--- src/rtl/vec_pkg.sv ---
// Shared vector-unit definitions: major opcodes, instruction word type
// and the opcode classifier used by the decoder and the instruction queue.
package vec_pkg;

   localparam int VEC_INSN_WIDTH = 32;

   localparam logic [6:0] OPC_OP_V     = 7'h57;
   localparam logic [6:0] OPC_LOAD_FP  = 7'h07;
   localparam logic [6:0] OPC_STORE_FP = 7'h27;

   typedef logic [VEC_INSN_WIDTH-1:0] insn_t;

   function automatic logic is_vec_opc(input logic [6:0] opc);
      return (opc == OPC_OP_V) ||
             (opc == OPC_LOAD_FP) ||
             (opc == OPC_STORE_FP);
   endfunction

endpackage

--- src/rtl/vec_insn_queue_mem.sv ---
// DEPTH x INSN_WIDTH register array for the vector instruction queue:
// one synchronous write port, one asynchronous read port.
module vec_insn_queue_mem
   import vec_pkg::*;
#(
   parameter int INSN_WIDTH = 32,
   parameter int DEPTH      = 4,
   parameter int AW         = $clog2(DEPTH)
) (
   input  logic                  clk,
   input  logic                  we,
   input  logic [AW-1:0]         waddr,
   input  logic [INSN_WIDTH-1:0] wdata,
   input  logic [AW-1:0]         raddr,
   output logic [INSN_WIDTH-1:0] rdata
);

   logic [INSN_WIDTH-1:0] mem [DEPTH];

   always_ff @(posedge clk) begin
      if (we) begin
         mem[waddr] <= wdata;
      end
   end

   assign rdata = mem[raddr];

endmodule

--- src/rtl/vec_insn_queue.sv ---
// Instruction buffer in front of the vector decoder (circular FIFO).
// Optional opcode filter: define VEC_INSN_QUEUE_OPCODE_FILTER_EN.
module vec_insn_queue
   import vec_pkg::*;
#(
   parameter int INSN_WIDTH = 32,
   parameter int DEPTH      = 4
) (
   input  logic                       clk,
   input  logic                       rst,
   input  logic                       flush,
   input  logic                       insn_in_valid,
   output logic                       insn_in_ready,
   input  logic [INSN_WIDTH-1:0]      insn_in,
   output logic                       insn_out_valid,
   input  logic                       insn_out_ready,
   output logic [INSN_WIDTH-1:0]      insn_out,
`ifdef VEC_INSN_QUEUE_OPCODE_FILTER_EN
   output logic                       illegal_insn,
`endif
   output logic [$clog2(DEPTH):0]     count
);

   localparam int PW = $clog2(DEPTH);
   localparam int CW = PW + 1;

   logic [PW-1:0]         rptr;
   logic [PW-1:0]         wptr;
   logic [INSN_WIDTH-1:0] rdata;
   logic                  full;
   logic                  push;
   logic                  pop;
   logic                  opc_ok;
   logic                  store;
   logic                  we;

   // Ready is a function of state only, never of insn_out_ready.
   assign full          = (count == CW'(DEPTH));
   assign insn_in_ready = !full && !rst;
   assign push          = insn_in_valid && insn_in_ready;
   assign pop           = insn_out_valid && insn_out_ready;

`ifdef VEC_INSN_QUEUE_OPCODE_FILTER_EN
   assign opc_ok = is_vec_opc(insn_in[6:0]);
`else
   assign opc_ok = 1'b1;
`endif

   assign store = push && opc_ok;
   assign we    = store && !flush && !rst;

   always_ff @(posedge clk) begin
      if (rst) begin
         rptr  <= '0;
         wptr  <= '0;
         count <= '0;
      end else if (flush) begin
         rptr  <= '0;
         wptr  <= '0;
         count <= '0;
      end else begin
         if (store) wptr <= wptr + PW'(1);
         if (pop)   rptr <= rptr + PW'(1);
         count <= count + CW'(store) - CW'(pop);
      end
   end

`ifdef VEC_INSN_QUEUE_OPCODE_FILTER_EN
   always_ff @(posedge clk) begin
      if (rst || flush) begin
         illegal_insn <= 1'b0;
      end else begin
         illegal_insn <= push && !opc_ok;
      end
   end
`endif

   vec_insn_queue_mem #(
      .INSN_WIDTH (INSN_WIDTH),
      .DEPTH      (DEPTH),
      .AW         (PW)
   ) u_mem (
      .clk   (clk),
      .we    (we),
      .waddr (wptr),
      .wdata (insn_in),
      .raddr (rptr),
      .rdata (rdata)
   );

   // Zero the word when empty so the decoder never sees stale data.
   assign insn_out_valid = (count != '0);
   assign insn_out       = insn_out_valid ? rdata : '0;

endmodule

--- config.mk ---
export PLATFORM = sky130hd
export DESIGN_NAME = vec_insn_queue
export DESIGN_NICKNAME = d
export VERILOG_FILES = /design/src/rtl/vec_pkg.sv /design/src/rtl/vec_insn_queue_mem.sv /design/src/rtl/vec_insn_queue.sv
export SDC_FILE = /design/constraint.sdc
export NUM_CORES = 1
export LEC_CHECK = 0
export BUFFER_PORTS_ARGS = -buffer_cell sky130_fd_sc_hd__buf_4
export CORE_MARGIN = 5
export CORE_UTILIZATION = 53
export CTS_BUF_LIST = sky130_fd_sc_hd__clkbuf_8
export DETAILED_ROUTE_END_ITERATION = 12
export MAX_ROUTING_LAYER = met4
export PLACE_DENSITY = 0.78
export SYNTH_ARGS = -nofsm -noshare
export SYNTH_HDL_FRONTEND = slang
export SYNTH_SLANG_ARGS = --single-unit
--- constraint.sdc ---
create_clock -name clk -period 3.91 [get_ports clk]
set_input_delay 0.782 -clock clk [delete_from_list [all_inputs] [get_ports clk]]
set_output_delay 0.782 -clock clk [all_outputs]
set_load 0.05 [all_outputs]
==> results by group, run 1 <==
Clock network
  • PostCTS Resize Cnt: 0
  • TritonCTS clock tree: done
  • Clk Latency, worst-skew pair: 420 ps
  • Setup Fix Bufs, Post-CTS: 0
  • Cts bufs inserted: 17
  • Clock sinks: 137
  • Clk slew on worst S/H paths: 70 ps
  • H-tree Lvls: 4
  • CTS Root Cell: clkbuf_8
  • Hold-fix buffers at CTS: 0
  • CTS Buffer Depth: 2

Route
  • Detailed Route WL: 9049 µm
  • Drt drc: 0
  • Vias: 2,544
  • Initial DRC count: 140
  • Drt first pass iters: 4
  • Via-per-instance ratio: 5.235
  • Final ANT Viol Nets: 0
  • Wire per inst: 18.62 µm

Synth
  • Adder-Cell Fraction of Synth Area: 1.785%
  • Main combinational cell family by area after synthesis: multiplexers
  • Post-Synth Simple-Gate Area: 6.225%
  • Synth top area share: 72.16%
  • FFs w/ async S/R, synth: 0%
  • Syn Nets: 295
  • Area contributors post-synth: edfxtp_1, mux4_2, nor2b_1, dfxtp_1, ha_1
  • Dominant synthesized flop cell: edfxtp_1
  • Commonest cells in the netlist: edfxtp_1, nor2b_1, mux4_2
  • Syn Inst Count: 251
  • Syn. warnings: 0
  • Count leader, synth: edfxtp_1
  • Synth area leader: edfxtp_1
  • Flops & latches, synth: 137
  • XOR/XNOR Fraction of Synth Area: 0.4933%
  • Compound-gate portion of the synthesized area: 0.3524%
  • Synth Area per Inst: 21.22 µm²
  • Distinct cell type count after synthesis: 24
  • Mux share of post-synthesis cell area: 13.91%
  • Post-synth EDFFs: 128
  • Sequential share of the synthesized area: 75.55%
  • Mapped cell area: 0.005326 mm²

Floorplan
  • Die W: 110.3 µm
  • I/O pins: 74
  • Height of the die: 110.3 µm
  • Cell row count: 36
  • Die Area: 0.01216 mm²
  • Initial core utilization: 54.49%
  • Core outline area: 0.009774 mm²

Worst setup path
  • Crit path launch type: flop
  • Critical path data arrival time: 2400 ps
  • Peak fanout along the critical path: 20
  • Crit end category: primary output
  • Critical path type: reg2out
  • Data required time of the critical path: 3130 ps

Cells and area
  • Post-Route Utilization: 66.60%
  • Diodes inserted: 0
  • Sequential cell area: 0.004026 mm²
  • Multi-input gate area: 0.001239 mm²
  • # fillers: 634
  • Layout Nets: 384
  • Layout area overhead: 22.22%
  • Fin area: 0.006510 mm²
  • Share of cells above drive strength 1: 43.34%

Power
  • Pleak: 2.206 nW
  • Total power: 0.003097 W
  • VDD IR-drop max: 0.0003309 V
  • Power Dens Cells: 475.7 mW/mm²

Placed design
  • Port Buffers: 73
  • Dpl hpwl: 5719 µm
  • GPL Wtd Cong: 0.7416
  • Place WS: 1121 ps
  • Placed cell area: 0.006101 mm²

Global route
  • Vias in the first global route: 2,626
  • First-pass GRT wire length: 13,920 µm
  • GR Overflow Total: 0
  • GRT Util Overall: 16.50%
  • Initial antenna violation count: 0
  • Largest net degree at the start of global routing: 36

Hold path
  • Type of the most critical hold path: reg2reg

Timing
  • RSZ-0062 raised after global routing: false
  • Skew final: 13.42 ps
  • Peak Freq: 314.3 MHz
  • Hold Violations, Final: 0
  • Setup Viol. Count Final: 0
  • Tmin final: 3181 ps
  • Final worst-path cycle share: 81.36%
  • Final WS setup: 728.8 ps
  • Slew @ Worst Pin: 825.9 ps
  • Max_slew headroom: 44.94%
  • Slew Limit Fails: 0

Run
  • Max_cap viols: 0

Run status
  • Outcome: finished clean
final timing paths:
kind                            depth (start not counted)                   end  slack [ps]                 start
worst max-delay path                                    4          insn_out[22]         730                  flop
worst min-delay path                                    2  rptr[0]$_SDFFE_PP0P_         510  rptr[0]$_SDFFE_PP0P_
worst max register to register                         11   count[2]$_SDFF_PP0_        1360   count[1]$_SDFF_PP0_
worst min register to register                          2  rptr[0]$_SDFFE_PP0P_         510  rptr[0]$_SDFFE_PP0P_
cell usage in the layout, fill, tap and decap left out, types with 5 or more instances in the layout:
cell,instances
dfxtp_1,7
nor2b_1,34
mux4_2,32
nand2_1,5
inv_1,5
clkbuf_8,17
edfxtp_1,128
ha_1,6
buf_4,76
per-stage QoR:
step / TNS [ps] / instances / hold slack, ps
after detailed placement: 0 / 454 / 498.8
final: 0 / 486 / 512.3
after global routing: 0 / 486 / 520.0
after global placement: 0 / 454 / 474.9
after floorplan: -15440 / 251 / 457.7
after CTS: 0 / 486 / 505.5
flip-flops by register name, summed over array words and instances, names as in the netlist, named ones only:
signal,flops
count,3
rptr,2
wptr,2
u_mem.mem,128
routing by layer:
layer | global-route usage, % | share of wire [%] | vias up
met5 | - | 0 | -
met4 | 6.596 | 1.2 | 0
met3 | 3.902 | 4.8 | 11
met2 | 27.47 | 54 | 62
met1 | 19.61 | 40 | 1289
li1 | - | - | 1182
kinds of logic (layout without fill, tap and decap cells):
kind of cell,Yosys count,after routing
buf+inv,15,117
compound gates,3,3
xor+xnor,3,3
fa+ha+maj,7,7
mux,34,34
simple gates,52,52
flops,137,137
layout make-up:
type                       instances  area share [%]
inverter                           5          0.2883
sequential                       137           61.85
timing repair buffer              80           9.994
clock inverter                    15           2.691
tap                              133           2.556
clock buffer                      17           3.594
multi-input combinational         99           19.03
report_power, final:
part	switching, W	total (W)	internal (W)
Clock	0.000526	0.00116	0.000632
Combinational	0.000199	0.000310	0.000111
Sequential	0.0000114	0.00163	0.00162
critical path: stages, from the launching register on:
cell and delay (ps):
dfxtp_2 780, buf_4 330, mux4_2 520, nor2b_1 140, buf_4 200
Power figures use the tool's default switching activity.
==> run 2: changes to the inputs <==
clock period = 2.8 ns   (was 3.91 ns; I/O delays follow)
==> run 2 against run 1 <==
Count of clock-buffer cells in the layout unchanged. Die area unchanged. Sequential cell count unchanged. Total power increased by 40%. Worst hold slack got worse by 180 ps. Largest cell class unchanged. Largest power group unchanged. Highest routed layer unchanged.
==> results by group, run 2 (synthesis results as in run 1) <==
Power
  • Power Dens Cells: 662.8 mW/mm² (was 475.7 mW/mm²)
  • Pleak: 2.249 nW (was 2.206 nW)
  • Total power: 0.004343 W (was 0.003097 W)
  • VDD IR-drop max: 0.0004203 V (was 0.0003309 V)

Route
  • Detailed Route WL: 9167 µm (was 9049 µm)
  • Via-per-instance ratio: 5.230 (was 5.235)
  • Wire per inst: 18.67 µm (was 18.62 µm)
  • Final ANT Viol Nets: 0 (unchanged)
  • Drt first pass iters: 4 (unchanged)
  • Initial DRC count: 108 (was 140)
  • Vias: 2,568 (was 2,544)
  • Drt drc: 0 (unchanged)

Worst setup path
  • Crit end category: primary output (unchanged)
  • Data required time of the critical path: 2240 ps (was 3130 ps)
  • Critical path type: reg2out (unchanged)
  • Critical path data arrival time: 1940 ps (was 2400 ps)
  • Crit path launch type: flop (unchanged)
  • Peak fanout along the critical path: 25 (was 20)

Timing
  • Skew final: 10.70 ps (was 13.42 ps)
  • Tmin final: 2497 ps
  • Peak Freq: 400.5 MHz
  • Max_slew headroom: 67.94% (was 44.94%)
  • Final WS setup: 303.1 ps (was 728.8 ps)
  • Slew Limit Fails: 0 (unchanged)
  • RSZ-0062 raised after global routing: false (unchanged)
  • Setup Viol. Count Final: 0 (unchanged)
  • Hold WS: 331.3 ps (was 512.3 ps)
  • Slew @ Worst Pin: 474.9 ps (was 825.9 ps)
  • Hold Violations, Final: 0 (unchanged)
  • Final worst-path cycle share: 89.18%

Clock network
  • Hold-fix buffers at CTS: 0 (unchanged)
  • PostCTS Resize Cnt: 0 (unchanged)
  • H-tree Lvls: 4 (unchanged)
  • TritonCTS clock tree: done (unchanged)
  • Setup Fix Bufs, Post-CTS: 0 (unchanged)
  • Clk slew on worst S/H paths: 80 ps (was 70 ps)
  • Cts bufs inserted: 17 (unchanged)
  • Clk Latency, worst-skew pair: 420 ps (about the same)
  • CTS Buffer Depth: 2 (unchanged)
  • Clock sinks: 137 (unchanged)
  • CTS Root Cell: clkbuf_8 (unchanged)

Global route
  • GR Overflow Total: 0 (unchanged)
  • First-pass GRT wire length: 14,380 µm (was 13,920 µm)
  • GRT Util Overall: 17.20% (was 16.50%)
  • Largest net degree at the start of global routing: 35 (was 36)
  • Vias in the first global route: 2,764 (was 2,626)
  • Initial antenna violation count: 0 (unchanged)

Cells and area
  • Layout Nets: 390 (was 384)
  • Max reg flops: 128 (unchanged)
  • Largest Register: u_mem.mem (unchanged)
  • Commonest non-fill, non-tap cells in the layout: edfxtp_1, buf_4, nor2b_1, mux4_2, clkbuf_8 (unchanged)
  • Share of cells above drive strength 1: 43.85% (was 43.34%)
  • Layout area overhead: 23.02% (was 22.22%)
  • Most common cell after layout, fill and taps aside: edfxtp_1 (unchanged)
  • Diodes inserted: 0 (unchanged)
  • Top flop regs: u_mem.mem x128, count x3 (unchanged)

Hold path
  • Type of the most critical hold path: in2reg (was reg2reg)

Run status
  • Outcome: finished clean (unchanged)

Floorplan
  • Height of the die: 110.3 µm (unchanged)
  • Core outline area: 0.009774 mm² (unchanged)
  • Die Area: 0.01216 mm² (unchanged)
  • Die W: 110.3 µm (unchanged)
  • Cell row count: 36 (unchanged)
  • Initial core utilization: 54.49% (unchanged)
  • I/O pins: 74 (unchanged)

Placed design
  • Dpl hpwl: 5736 µm (was 5719 µm)
  • GPL Wtd Cong: 0.7823 (was 0.7416)
  • Port Buffers: 73 (unchanged)
  • Place WS: 447.1 ps (was 1121 ps)

Run
  • Max_cap viols: 0 (unchanged)
-- run 2: layout make-up --
| class | count | area (µm²) |
|---|---|---|
| clock inverters | 14 | 172.7 |
| inverters | 5 | 18.77 |
| flip-flops and latches | 137 | 4026 |
| fillers | 651 | 3222 |
| multi-input cells | 99 | 1264 |
| well taps | 133 | 166.4 |
| repair buffers | 86 | 670.6 |
| clock buffers | 17 | 234.0 |
-- run 2: final timing paths --
check | from | endpoint | slack, ps | cells past startpoint
setup reg to reg | count[2]$_SDFF_PP0_ | count[2]$_SDFF_PP0_ | 480 | 10
hold / removal | insn_in[16] | u_mem.mem[0][16]$_DFFE_PP_ | 330 | 1
setup / recovery | flop | insn_out[0] | 300 | 4
hold reg to reg | wptr[0]$_SDFFE_PP0P_ | wptr[0]$_SDFFE_PP0P_ | 500 | 2
-- run 2: worst max-delay path, cell delays in order, from the launching register on --
cell	delay (ps)
dfxtp_2	360
buf_12	230
mux4_2	540
nor2b_1	170
buf_4	210
-- run 2: metal layers --
layer  vias to the layer above  routed length [µm]  part of all wire [%]  track usage, %
li1                       1189                   -                     -               -
met1                      1304                3876                    42           21.00
met2                        62                4743                    52           28.08
met3                        13                 445                   4.9           4.892
met4                         0                 102                   1.1           5.541
met5                         -                   0                     0               -
-- run 2: power by group --
part	internal (W)	total, W	switching [W]	leakage [nW]
Sequential	0.00226	0.00227	0.0000104	1.23
Clock	0.000881	0.00163	0.000750	0.193
Combinational	0.000157	0.000443	0.000286	0.827
-- run 2: stage by stage --
| step | TNS [ps] | area (µm²) | instances | utilization (%) |
|---|---|---|---|---|
| detailed placement | 0 | 6146 | 460 | 62.88 |
| global placement | 0 | 6146 | 460 | 62.88 |
| CTS | 0 | 6553 | 491 | 67.04 |
| floorplan | -17090 | 5346 | 251 | - |
| finish | 0 | 6553 | 491 | 67.04 |
| global route | 0 | 6553 | 491 | 67.04 |
==> run 3: changes to the inputs <==
GPL_TIMING_DRIVEN = 0   (was default)
SLEW_MARGIN = 20   (was default)
==> run 3 against run 2 <==
Critical path depth increased by 6. Clock power up 4%. Die area unchanged. Design area up 1.4%. Via count rose by 2.4%. Total power rose by 1.8%. Worst hold slack better by 6.3 ps. Core utilization is 0.95 points higher.
==> results by group, run 3 (synthesis results as in run 1) <==
Clock network
  • CTS Buffer Depth: 2 (unchanged)
  • Hold-fix buffers at CTS: 0 (unchanged)
  • CTS Root Cell: clkbuf_8 (unchanged)
  • Clk slew on worst S/H paths: 80 ps (about the same)
  • TritonCTS clock tree: done (unchanged)
  • Clk Latency, worst-skew pair: 420 ps (about the same)
  • H-tree Lvls: 4 (unchanged)
  • Cts bufs inserted: 17 (unchanged)
  • Clock sinks: 137 (unchanged)

Worst setup path
  • Critical path data arrival time: 2890 ps (was 1940 ps)
  • R2R Path Start: count[2]$_SDFF_PP0_ (unchanged)
  • Crit end category: flop (was primary output)
  • Worst R2R End: count[2]$_SDFF_PP0_ (unchanged)
  • Crit path launch type: flop (unchanged)
  • Delay-heaviest family, CP: simple AND/OR/NAND/NOR gates (was multiplexers)
  • Worst Path Buf+Inv: 2 (unchanged)
  • Peak fanout along the critical path: 7 (was 25)
  • R2r setup slk: 220 ps (was 480 ps)
  • CP Capture Point: count[2]$_SDFF_PP0_ (was insn_out[0])
  • Critical Path Stages: 10 (was 4)
  • Setup crit start: count[2]$_SDFF_PP0_
  • Critical path type: reg2reg (was reg2out)
  • Worst path max stage delay: 430 ps (was 540 ps)
  • Cells along the critical path: or3b_1 > nand3b_2 > ha_1 > inv_1 > ha_1 > inv_1 > fa_1 > xnor2_1 > xnor2_1 > and2_1 (was buf_12 > mux4_2 > nor2b_1 > buf_4)
  • Slowest CP cell: dfxtp_1 (was mux4_2)
  • Reg2reg path depth: 10 (unchanged)
  • Data required time of the critical path: 3110 ps (was 2240 ps)

Floorplan
  • Core outline area: 0.009774 mm² (unchanged)
  • Die W: 110.3 µm (unchanged)
  • Cell row count: 36 (unchanged)
  • Height of the die: 110.3 µm (unchanged)
  • I/O pins: 74 (unchanged)
  • Initial core utilization: 54.49% (unchanged)
  • Die Area: 0.01216 mm² (unchanged)

Cells and area
  • Largest Register: u_mem.mem (unchanged)
  • # fillers: 660 (was 651)
  • Layout area overhead: 24.76% (was 23.02%)
  • Commonest non-fill, non-tap cells in the layout: edfxtp_1, buf_4, nor2b_1, mux4_2, clkbuf_8 (unchanged)
  • Share of cells above drive strength 1: 43.56% (was 43.85%)
  • Max reg flops: 128 (unchanged)
  • Fin area: 0.006645 mm² (was 0.006553 mm²)
  • Top flop regs: u_mem.mem x128, count x3 (unchanged)
  • Most common cell after layout, fill and taps aside: edfxtp_1 (unchanged)
  • Diodes inserted: 0 (unchanged)
  • Layout Nets: 396 (was 390)

Power
  • Sequential power share: 51.3% (was 52.3%)
  • Combinational share of power: 10.2% (about the same)
  • Pleak: 2.296 nW (was 2.249 nW)
  • Int Power: 0.003391 W (was 0.003297 W)
  • Power Dens Cells: 665.5 mW/mm² (was 662.8 mW/mm²)
  • Switching share of power: 23.31% (was 24.08%)
  • Clock power share: 38.5% (was 37.5%)
  • VDD IR-drop max: 0.0004098 V (was 0.0004203 V)
  • Psw: 0.001031 W (was 0.001046 W)

Timing
  • Final worst-path cycle share: 92.17% (was 89.18%)
  • Setup Viol. Count Final: 0 (unchanged)
  • Tmin final: 2581 ps (was 2497 ps)
  • Peak Freq: 387.5 MHz (was 400.5 MHz)
  • Hold WS: 337.6 ps (was 331.3 ps)
  • Max_slew headroom: 47.90% (was 67.94%)
  • Slew Limit Fails: 0 (unchanged)
  • Slew @ Worst Pin: 780.6 ps (was 474.9 ps)
  • Skew final: 9.071 ps (was 10.70 ps)
  • Hold Violations, Final: 0 (unchanged)
  • RSZ-0062 raised after global routing: false (unchanged)

Hold path
  • Type of the most critical hold path: in2reg (unchanged)

Global route
  • GRT Util Overall: 17.02% (was 17.20%)
  • Largest net degree at the start of global routing: 17 (was 35)
  • Initial antenna violation count: 0 (unchanged)
  • First-pass GRT wire length: 14,430 µm (was 14,380 µm)
  • GR Overflow Total: 0 (unchanged)
  • Vias in the first global route: 2,767 (was 2,764)

Route
  • Drt drc: 0 (unchanged)
  • Vias: 2,630 (was 2,568)
  • Final ANT Viol Nets: 0 (unchanged)
  • Detailed Route WL: 9079 µm (was 9167 µm)
  • Via-per-instance ratio: 5.281 (was 5.230)
  • Initial DRC count: 124 (was 108)
  • Drt first pass iters: 4 (unchanged)
  • Wire per inst: 18.23 µm (was 18.67 µm)

Placed design
  • Port Buffers: 73 (unchanged)
  • Placed cell area: 0.006202 mm² (was 0.006146 mm²)
  • GPL Wtd Cong: 0.7024 (was 0.7823)
  • Dpl hpwl: 6235 µm (was 5736 µm)

Run
  • Max_cap viols: 0 (unchanged)

Run status
  • Outcome: finished clean (unchanged)
[run 3: cell types whose count changed in the layout (fill, tap and decap cells not counted), sizes merged]
cell | previous run | this run
bufinv | 3 | 4
clkbuf | 17 | 20
buf | 86 | 89
[run 3: stage by stage]
step | cells | util, % | setup slack (ps) | setup TNS (ps) | total power (W)
finish | 498 | 67.99 | 219.3 | 0 | 0.004422
global route | 498 | 67.99 | 22.15 | 0 | 0.004597
CTS | 498 | 67.91 | 12.20 | 0 | 0.004460
floorplan | 251 | - | -140.4 | -17090 | 0.002592
detailed placement | 466 | 63.45 | 153.0 | 0 | 0.002767
global placement | 457 | 62.01 | -935.5 | -117930 | 0.002750
[run 3: layout make-up]
class / instances / area (µm²) / area share (%)
multi-input combinational: 99 / 1264 / 19.02
inverter: 5 / 18.77 / 0.2824
sequential: 137 / 4024 / 60.55
buffer: 10 / 72.57 / 1.092
clock buffer: 17 / 234.0 / 3.521
clock inverter: 15 / 201.4 / 3.031
tap: 133 / 166.4 / 2.504
timing repair buffer: 82 / 664.4 / 9.998
[run 3: power by group through the flow]
stage / sequential, W / clock [W] / combinational, W
after detailed placement: 0.00231 / 0 / 0.000453
after CTS: 0.00227 / 0.00174 / 0.000455
after global routing: 0.00227 / 0.00185 / 0.000479
final: 0.00227 / 0.00170 / 0.000450
after global placement: 0.00231 / 0 / 0.000436
after floorplan: 0.00232 / 0 / 0.000270
[run 3: metal layers]
layer / vias to the layer above / part of all wire [%] / track usage, %
met4: 0 / 0.53 / 3.958
li1: 1208 / - / -
met5: - / 0 / -
met2: 62 / 54 / 27.77
met1: 1354 / 40 / 21.10
met3: 6 / 5.1 / 5.416
[run 3: worst reg2reg max path: cells and delay by family, from the launching register on]
family / cells / cell delay [ps]
flip-flops: 1 / 430
AND/OR/NAND/NOR: 3 / 870
buffers and inverters: 2 / 100
XOR/XNOR: 2 / 280
adder cells (fa/ha/maj): 3 / 790
[run 3: how the worst min path moves through the flow]
stage,start,cells after the start,slack [ps],endpoint
3_3_place_gp,rptr[0]$_SDFFE_PP0P_,2,470,rptr[0]$_SDFFE_PP0P_
4_1_cts,insn_in[13],1,320,u_mem.mem[0][13]$_DFFE_PP_
2_1_floorplan,rptr[0]$_SDFFE_PP0P_,2,460,flop
6_report,insn_in[2],1,340,u_mem.mem[2][2]$_DFFE_PP_
3_5_place_dp,wptr[1]$_SDFFE_PP0P_,2,510,wptr[1]$_SDFFE_PP0P_
5_1_grt,insn_in[17],1,300,u_mem.mem[3][17]$_DFFE_PP_
[run 3: repair_timing]
action                     CTS  global route
setup endpoints to repair    0            30
buffers inserted             0             0
resized for setup            0             3
